`src/rtl/mdu_iter.sv`:
```
// Iterative multiply/divide unit with architectural HI/LO registers.
// Shift-add multiply and restoring divide, one bit per cycle, signs applied at commit.
module mdu_iter #(
    parameter int WIDTH = 32
) (
    input  logic             clk,
    input  logic             rst,
    input  logic             op_valid,
    input  logic [2:0]       op,
    input  logic [WIDTH-1:0] src_a,
    input  logic [WIDTH-1:0] src_b,
    input  logic             flush,
    input  logic             hi_wen,
    input  logic             lo_wen,
    input  logic [WIDTH-1:0] wdata,
    input  logic             hilo_read,
    output logic [WIDTH-1:0] hi,
    output logic [WIDTH-1:0] lo,
    output logic             busy,
    output logic             done,
    output logic             div_zero,
    output logic             stall_o
);

    localparam int CW = $clog2(WIDTH + 1);

    typedef enum logic [1:0] {S_IDLE, S_MUL, S_DIV, S_FIX} state_t;

    state_t             state_reg, state_next;
    logic [1:0]         kind_reg;
    logic [CW-1:0]      cnt_reg;
    logic               sign_a_reg, sign_b_reg;
    logic [2*WIDTH-1:0] mcand_reg, prod_reg;
    logic [WIDTH-1:0]   mplier_reg, quot_reg, rem_reg, divisor_reg;
    logic [WIDTH-1:0]   hi_reg, lo_reg;
    logic               done_reg, div_zero_reg;

    logic               accept, commit, dz;
    logic               a_neg, b_neg;
    logic [WIDTH-1:0]   a_mag, b_mag;
    logic [WIDTH:0]     rem_shift, diff;
    logic [2*WIDTH-1:0] prod_add, prod_fix, result;
    logic [WIDTH-1:0]   q_fix, r_fix, a_orig;

    // op[0] clear selects the signed variant of every operation
    assign a_neg  = ~op[0] & src_a[WIDTH-1];
    assign b_neg  = ~op[0] & src_b[WIDTH-1];
    assign a_mag  = a_neg ? -src_a : src_a;
    assign b_mag  = b_neg ? -src_b : src_b;
    assign accept = (state_reg == S_IDLE) & op_valid & ~flush;
    assign dz     = (divisor_reg == '0);

    // State register
    always_ff @(posedge clk or negedge rst) begin
        if (!rst) state_reg <= S_IDLE;
        else      state_reg <= state_next;
    end

    // Next-state logic
    always_comb begin
        state_next = state_reg;
        case (state_reg)
            S_IDLE: if (accept) state_next = (op[2:1] == 2'b01) ? S_DIV : S_MUL;
            S_MUL: begin
                if (flush)                     state_next = S_IDLE;
                else if (cnt_reg == CW'(1))    state_next = S_FIX;
            end
            S_DIV: begin
                if (flush)                     state_next = S_IDLE;
                else if (dz || cnt_reg == CW'(1)) state_next = S_FIX;
            end
            S_FIX:   state_next = S_IDLE;
            default: state_next = S_IDLE;
        endcase
    end

    // Output logic
    always_comb begin
        busy    = (state_reg != S_IDLE);
        commit  = (state_reg == S_FIX) & ~flush;
        stall_o = busy & hilo_read;
    end

    // Iteration datapath
    assign prod_add  = prod_reg + (mplier_reg[0] ? mcand_reg : '0);
    assign rem_shift = {rem_reg, quot_reg[WIDTH-1]};
    assign diff      = rem_shift - {1'b0, divisor_reg};

    always_ff @(posedge clk or negedge rst) begin
        if (!rst) begin
            kind_reg    <= '0;
            cnt_reg     <= '0;
            sign_a_reg  <= 1'b0;
            sign_b_reg  <= 1'b0;
            mcand_reg   <= '0;
            mplier_reg  <= '0;
            prod_reg    <= '0;
            quot_reg    <= '0;
            rem_reg     <= '0;
            divisor_reg <= '0;
        end else if (accept) begin
            kind_reg    <= op[2:1];
            cnt_reg     <= CW'(WIDTH);
            sign_a_reg  <= a_neg;
            sign_b_reg  <= b_neg;
            mcand_reg   <= {{WIDTH{1'b0}}, a_mag};
            mplier_reg  <= b_mag;
            prod_reg    <= '0;
            quot_reg    <= a_mag;
            rem_reg     <= '0;
            divisor_reg <= b_mag;
        end else if (state_reg == S_MUL) begin
            prod_reg   <= prod_add;
            mcand_reg  <= mcand_reg << 1;
            mplier_reg <= mplier_reg >> 1;
            cnt_reg    <= cnt_reg - CW'(1);
        end else if (state_reg == S_DIV && !dz) begin
            quot_reg <= {quot_reg[WIDTH-2:0], ~diff[WIDTH]};
            rem_reg  <= diff[WIDTH] ? rem_shift[WIDTH-1:0] : diff[WIDTH-1:0];
            cnt_reg  <= cnt_reg - CW'(1);
        end
    end

    // Sign fix-up; a zero divisor leaves the dividend magnitude untouched in quot_reg
    assign prod_fix = (sign_a_reg ^ sign_b_reg) ? -prod_reg : prod_reg;
    assign q_fix    = (sign_a_reg ^ sign_b_reg) ? -quot_reg : quot_reg;
    assign r_fix    = sign_a_reg ? -rem_reg : rem_reg;
    assign a_orig   = sign_a_reg ? -quot_reg : quot_reg;

    always_comb begin
        result = prod_fix;
        case (kind_reg)
            2'b00: result = prod_fix;
            2'b01: result = dz ? {a_orig, {WIDTH{1'b1}}} : {r_fix, q_fix};
            2'b10: result = {hi_reg, lo_reg} + prod_fix;
            2'b11: result = {hi_reg, lo_reg} - prod_fix;
            default: result = prod_fix;
        endcase
    end

    // Architectural HI/LO; a commit on the same edge wins over MTHI/MTLO
    always_ff @(posedge clk or negedge rst) begin
        if (!rst) begin
            hi_reg       <= '0;
            lo_reg       <= '0;
            done_reg     <= 1'b0;
            div_zero_reg <= 1'b0;
        end else begin
            if (commit) begin
                hi_reg <= result[2*WIDTH-1:WIDTH];
                lo_reg <= result[WIDTH-1:0];
            end else begin
                if (hi_wen) hi_reg <= wdata;
                if (lo_wen) lo_reg <= wdata;
            end
            done_reg     <= commit;
            div_zero_reg <= commit & (kind_reg == 2'b01) & dz;
        end
    end

    assign hi       = hi_reg;
    assign lo       = lo_reg;
    assign done     = done_reg;
    assign div_zero = div_zero_reg;

endmodule

```
`config.mk`:
```
export PLATFORM = sky130hd
export DESIGN_NAME = mdu_iter
export DESIGN_NICKNAME = d
export VERILOG_FILES = /design/src/rtl/mdu_iter.sv
export SDC_FILE = /design/constraint.sdc
export NUM_CORES = 2
export LEC_CHECK = 0
export CAP_MARGIN = 0
export CORE_ASPECT_RATIO = 1.4
export CORE_UTILIZATION = 61
export DETAILED_ROUTE_END_ITERATION = 8
export PLACE_DENSITY = 0.91
export SYNTH_ARGS = -nofsm -noshare
export SYNTH_HDL_FRONTEND = slang
export SYNTH_SLANG_ARGS = --single-unit
```
`constraint.sdc`:
```
create_clock -name clk -period 16.19 [get_ports clk]
set_input_delay 1.619 -clock clk [delete_from_list [all_inputs] [get_ports clk]]
set_output_delay 1.619 -clock clk [all_outputs]
set_load 0.02 [all_outputs]
```
Word level (Yosys, flattened, before mapping) --
Index checks and enable logic that the tools add are counted.
Cells by class: add/subtract/negate cells 10, reduce and logical (&&, ||, !) cells 14, equality and inequality tests 12, multiplexer cells 36, bitwise gates (word level) 12
Operators with widths (number):
- 32-bit two-way mux | 18
- 64-bit two-way mux | 7
- 64-bit one-hot mux with 4 select lines | 1
- 64-bit adder | 2
- 32-bit negation | 4
- 64-bit negation | 1
- 64-bit subtractor | 1
- 33-bit by 32-bit subtractor with 33-bit output | 1
- 32-bit zero test | 1
- 6-bit two-way mux | 3
- 2-bit two-way mux | 6
- 2-bit nonzero test | 5
- 1-bit bitwise AND | 8
- 2-bit == test, second input constant | 4
- 2-bit one-hot mux with 4 select lines | 1
- 2-bit by 1-bit == test with 1-bit output, second input constant | 3
- 6-bit by 1-bit == test with 1-bit output, second input constant | 1
- 3-bit != test, second input constant | 2
- 6-bit by 1-bit subtractor with 6-bit output, second input constant | 1
- 2-bit zero test | 2
- 2-bit != test, second input constant | 2
- 1-bit inverter | 3
- 3-bit AND reduction | 1
- 3-bit nonzero test | 1
- 5 further kinds | 5
Storage, ports and cells: output and inout bits 68, bits of input ports 106, logic and storage cells 99, bits in registers 334

Longest topological paths before layout --
depth in word-level cells 6, depth in mapped cells 29, depth with buffers taken out 27

Worst setup path before layout --
Ideal clock, no wire load.
path kind register -> register, start point reg prod_reg[7], end point reg hi_reg[31], in the netlist hi[31], arrival time 6.349 ns, required time 16.096 ns, period minus slack after synthesis 6.443 ns, path buffers 4, setup slack 9.747 ns, setup time 0.094 ns, stages on the path, launching flop included 28, path through dfrtp_1 clkbuf_1 or4_1 buf_2 or4_1 buf_2 o21ai_1 xor2_1 nand4_1 nor3_1 nand2_1 nor3_1 a31oi_1 xor2_1 ha_1 clkbuf_1 a21o_1 o21bai_1 a31oi_1 nor3_1 a221o_1 a31oi_1 a21oi_1 o41ai_1 o2111ai_1 a21oi_1 xnor2_1 a221oi_2
Between the ends: word-level cells in the longest chain between the ends 5, elaborated cells on any way between the ends 6, classes of those cells add/sub: 3; mux: 3
Ends and longest elaborated chain:
- start, declared | RTL line 33 | logic [2*WIDTH-1:0] mcand_reg, prod_reg;
- start signal, assigned | RTL line 113 | prod_reg <= prod_add;
- 64-bit negation | RTL line 125 | assign prod_fix = (sign_a_reg ^ sign_b_reg) ? -prod_reg : prod_reg;
- 64-bit two-way mux * | RTL line 125
- 64-bit subtractor / 64-bit adder (equally long branches) | RTL line 136, 135
- 64-bit one-hot mux with 4 select lines * | RTL line 132 | case (kind_reg)
- 32-bit two-way mux * | RTL line 149 | if (commit) begin
- end signal, assigned | RTL line 150 | hi_reg <= result[2*WIDTH-1:WIDTH];
- end signal, assigned | RTL line 153 | if (hi_wen) hi_reg <= wdata;
- end, declared | RTL line 35 | logic [WIDTH-1:0] hi_reg, lo_reg;
Every way passes the cells marked *; elsewhere a longest branch is shown, timed or not. A chain may end at the register's enable or synchronous reset.

Worst setup path in the final report --
start point reg prod_reg[10], end point reg hi_reg[31], in the netlist hi[31]
Same word-level chain as after synthesis.

==> flow_metrics.env <==
export IMPL_outcome="finished, final reports clean"
export IMPL_globalplace_congestion=1.10
export IMPL_grt_max_degree=156
export IMPL_wl_met3_mm=10.3
export IMPL_drtPass1Iterations=6
export IMPL_setup_viol=0
export IMPL_core_area_um2=51000
export IMPL_die_area_um2=52600
export IMPL_slew_headroom_pct=7.39
export IMPL_synth_seq_cells=334
export IMPL_synth_avg_cell_area_um2=7.91
export IMPL_die_w_um=194
export IMPL_synth_nets=4267
export IMPL_fmax_mhz=125
export IMPL_postCtsSetupBuffers=0
export IMPL_drc=0
export IMPL_drt_iter0_drc=2617
export IMPL_tns_ps=0
export IMPL_slowest_stage="or4_1"
export IMPL_cap_violations=0
export IMPL_overflow=0
export IMPL_drive_gt1_share_pct=3.94
export IMPL_ant_nets=0
export IMPL_synth_ff_type="dfrtp_1"
export IMPL_start_util_pct=61.8
export IMPL_top_layer="met5"
export IMPL_cp_max_fo=13
export IMPL_hold_class="reg -> reg"
export IMPL_async_reset_ff_share_pct=100
export IMPL_routedWlPerCell_um=23.3
export IMPL_skew_ps=30.1
export IMPL_ctsResizeCount=0
export IMPL_timing_final_crit_share_pct=49.2
export IMPL_path_buf_inv=0
export IMPL_cp_slowest_stage_delay_ps=820
export IMPL_num_rows=98
export IMPL_worst_pin_slew_ps=1370
export IMPL_worstPathCellList="or4_1, or4_1, or4_1, xnor2_1, a32oi_1, nor4b_1, nor2b_1, a21oi_1, xnor2_1, ha_1, nand2_1, o211ai_1, a31oi_1, nor3_1, a221o_1, a31oi_1, a21oi_1, o41ai_1, o2111ai_1, a21oi_1, xnor2_1, a221oi_2"
export IMPL_synth_edf_count=0
export IMPL_hold_violations=0
export IMPL_seq_area_frac_synth_pct=26.5
export IMPL_vias_per_cell=6.77
export IMPL_antenna_found_initial=2
export IMPL_maxSlewViolCount=0
export IMPL_numCtsBuffers=35
export IMPL_synth_cell_types=91
export IMPL_cts_tree="built"
export IMPL_clock_sinks=334
export IMPL_finalNonFillerCells=4638
export IMPL_cp_required_ps=16670
export IMPL_drt_met1_wl_mm=38.9
export IMPL_track_usage_pct=40.4
export IMPL_dieHeight_um=271
export IMPL_startpoint_type="register"
export IMPL_postCtsHoldBufs=0
export IMPL_clk_pin_slew_worst_paths_ps=60
export IMPL_final_area_um2=34500
export IMPL_yosys_top_cells_area="dfrtp_1, ha_1, mux2i_1"
export IMPL_dp_hpwl_mm=82.6
export IMPL_placed_area_um2=33300
export IMPL_yosysTopAreaCellShare_pct=26.5
export IMPL_dp_cells=4574
export IMPL_via_count=31400
export IMPL_cp_end_kind="register"
export IMPL_synthCells=3988
export IMPL_cp_data_arrival_time_ps=8450
export IMPL_fill_cells=4133
export IMPL_first_global_vias=29800
export IMPL_nets=4240
export IMPL_netlist_area_um2=31500
export IMPL_final_common_cell="nor2_1"
export IMPL_synth_largest_area_cell="dfrtp_1"
export IMPL_critical_path_class="reg -> reg"
export IMPL_cts_root_buf="clkbuf_16"
export IMPL_grt_pass1_wl_mm=167
export IMPL_min_period_ps=7970
export IMPL_io_buffers=173
export IMPL_rsz0062_at_grt="no"
export IMPL_htreeDepth=2
export IMPL_clockBufferDepth=3
export IMPL_routed_wl_met2_mm=49.5
export IMPL_synth_warnings=0
export IMPL_mostFrequentLayoutCells="nor2_1, a21oi_1, dfrtp_1"
export IMPL_area_growth_pct=9.31
export IMPL_clock_latency_ps=590
export IMPL_io_pins=174
export IMPL_wirelength_mm=108
export IMPL_critPathTopFamily="simple AND/OR/NAND/NOR gates"
## synthesized netlist by cell type (all sizes together), types with 54 or more instances
| cell type | number |
|---|---|
| nand2 | 324 |
| nor3 | 103 |
| a211oi | 94 |
| mux2i | 212 |
| nor2 | 435 |
| o31ai | 64 |
| nand3 | 74 |
| xnor2 | 198 |
| dfrtp | 334 |
| clkbuf | 227 |
| o21ai | 217 |
| a21o | 91 |
| xor2 | 157 |
| and2 | 118 |
| a31oi | 54 |
| inv | 104 |
| a21oi | 364 |
| ha | 170 |
## logic make-up (layout without fill, tap and decap cells)
logic type	count (synthesis)	in the layout	synth area share (%)
AND/OR/NAND/NOR	1360	1360	20.8
adder cells (fa/ha/maj)	173	173	6.94
buffers and inverters	372	371	4.82
other	0	1	0
AO/OA/AOI/OAI	1174	1174	23.9
XOR/XNOR	355	355	9.86
flip-flops	334	334	26.5
multiplexers	220	220	7.19
## layer usage
metal	up-vias	global-route usage, %
li1	14400	-
met1	14800	45.7
met2	1736	66.5
met3	437	9.06
met4	4	30.2
met5	-	0
## final timing paths
kind,slack [ps],depth (start not counted),from,end
hold reg to reg,510,2,mplier_reg[31],mplier_reg[31]
max in group asynchronous,13580,2,rst,kind_reg[1]
min in group asynchronous,1100,1,rst,mplier_reg[8]
hold / removal,510,2,mplier_reg[31],mplier_reg[31]
setup reg to reg,8220,22,prod_reg[10],hi[31]
setup / recovery,8220,22,prod_reg[10],hi[31]
## area by class of cell
class	instances	area (µm²)	share of cell area, %
multi-input cells	3282	21700	63.0
flip-flops and latches	334	8360	24.3
repair buffers	202	1960	5.68
clock buffers	44	961	2.79
well taps	650	813	2.36
inverters	106	398	1.15
clock inverters	19	251	0.730
diodes	1	2.50	0.00726
## through the flow
step | hold WS, ps | utilization (%) | setup slack, ps
final | 511 | 67.6 | 8220
after global routing | 536 | 67.6 | 7760
after CTS | 507 | 67.6 | 8380
after detailed placement | 491 | 65.2 | 8410
after global placement | 464 | 65.2 | 8560
after floorplan | 442 | - | 9750
## worst min-delay path, delay by kind of cell (launching register included)
| kind | cells | cell delay, ps |
|---|---|---|
| AO/OA/AOI/OAI | 1 | 80 |
| flip-flops | 1 | 340 |
| AND/OR/NAND/NOR | 1 | 50 |
Power is left out: the tool's default activity adds up to more than one toggle a clock period on the data nets, which glitch-free logic cannot reach.
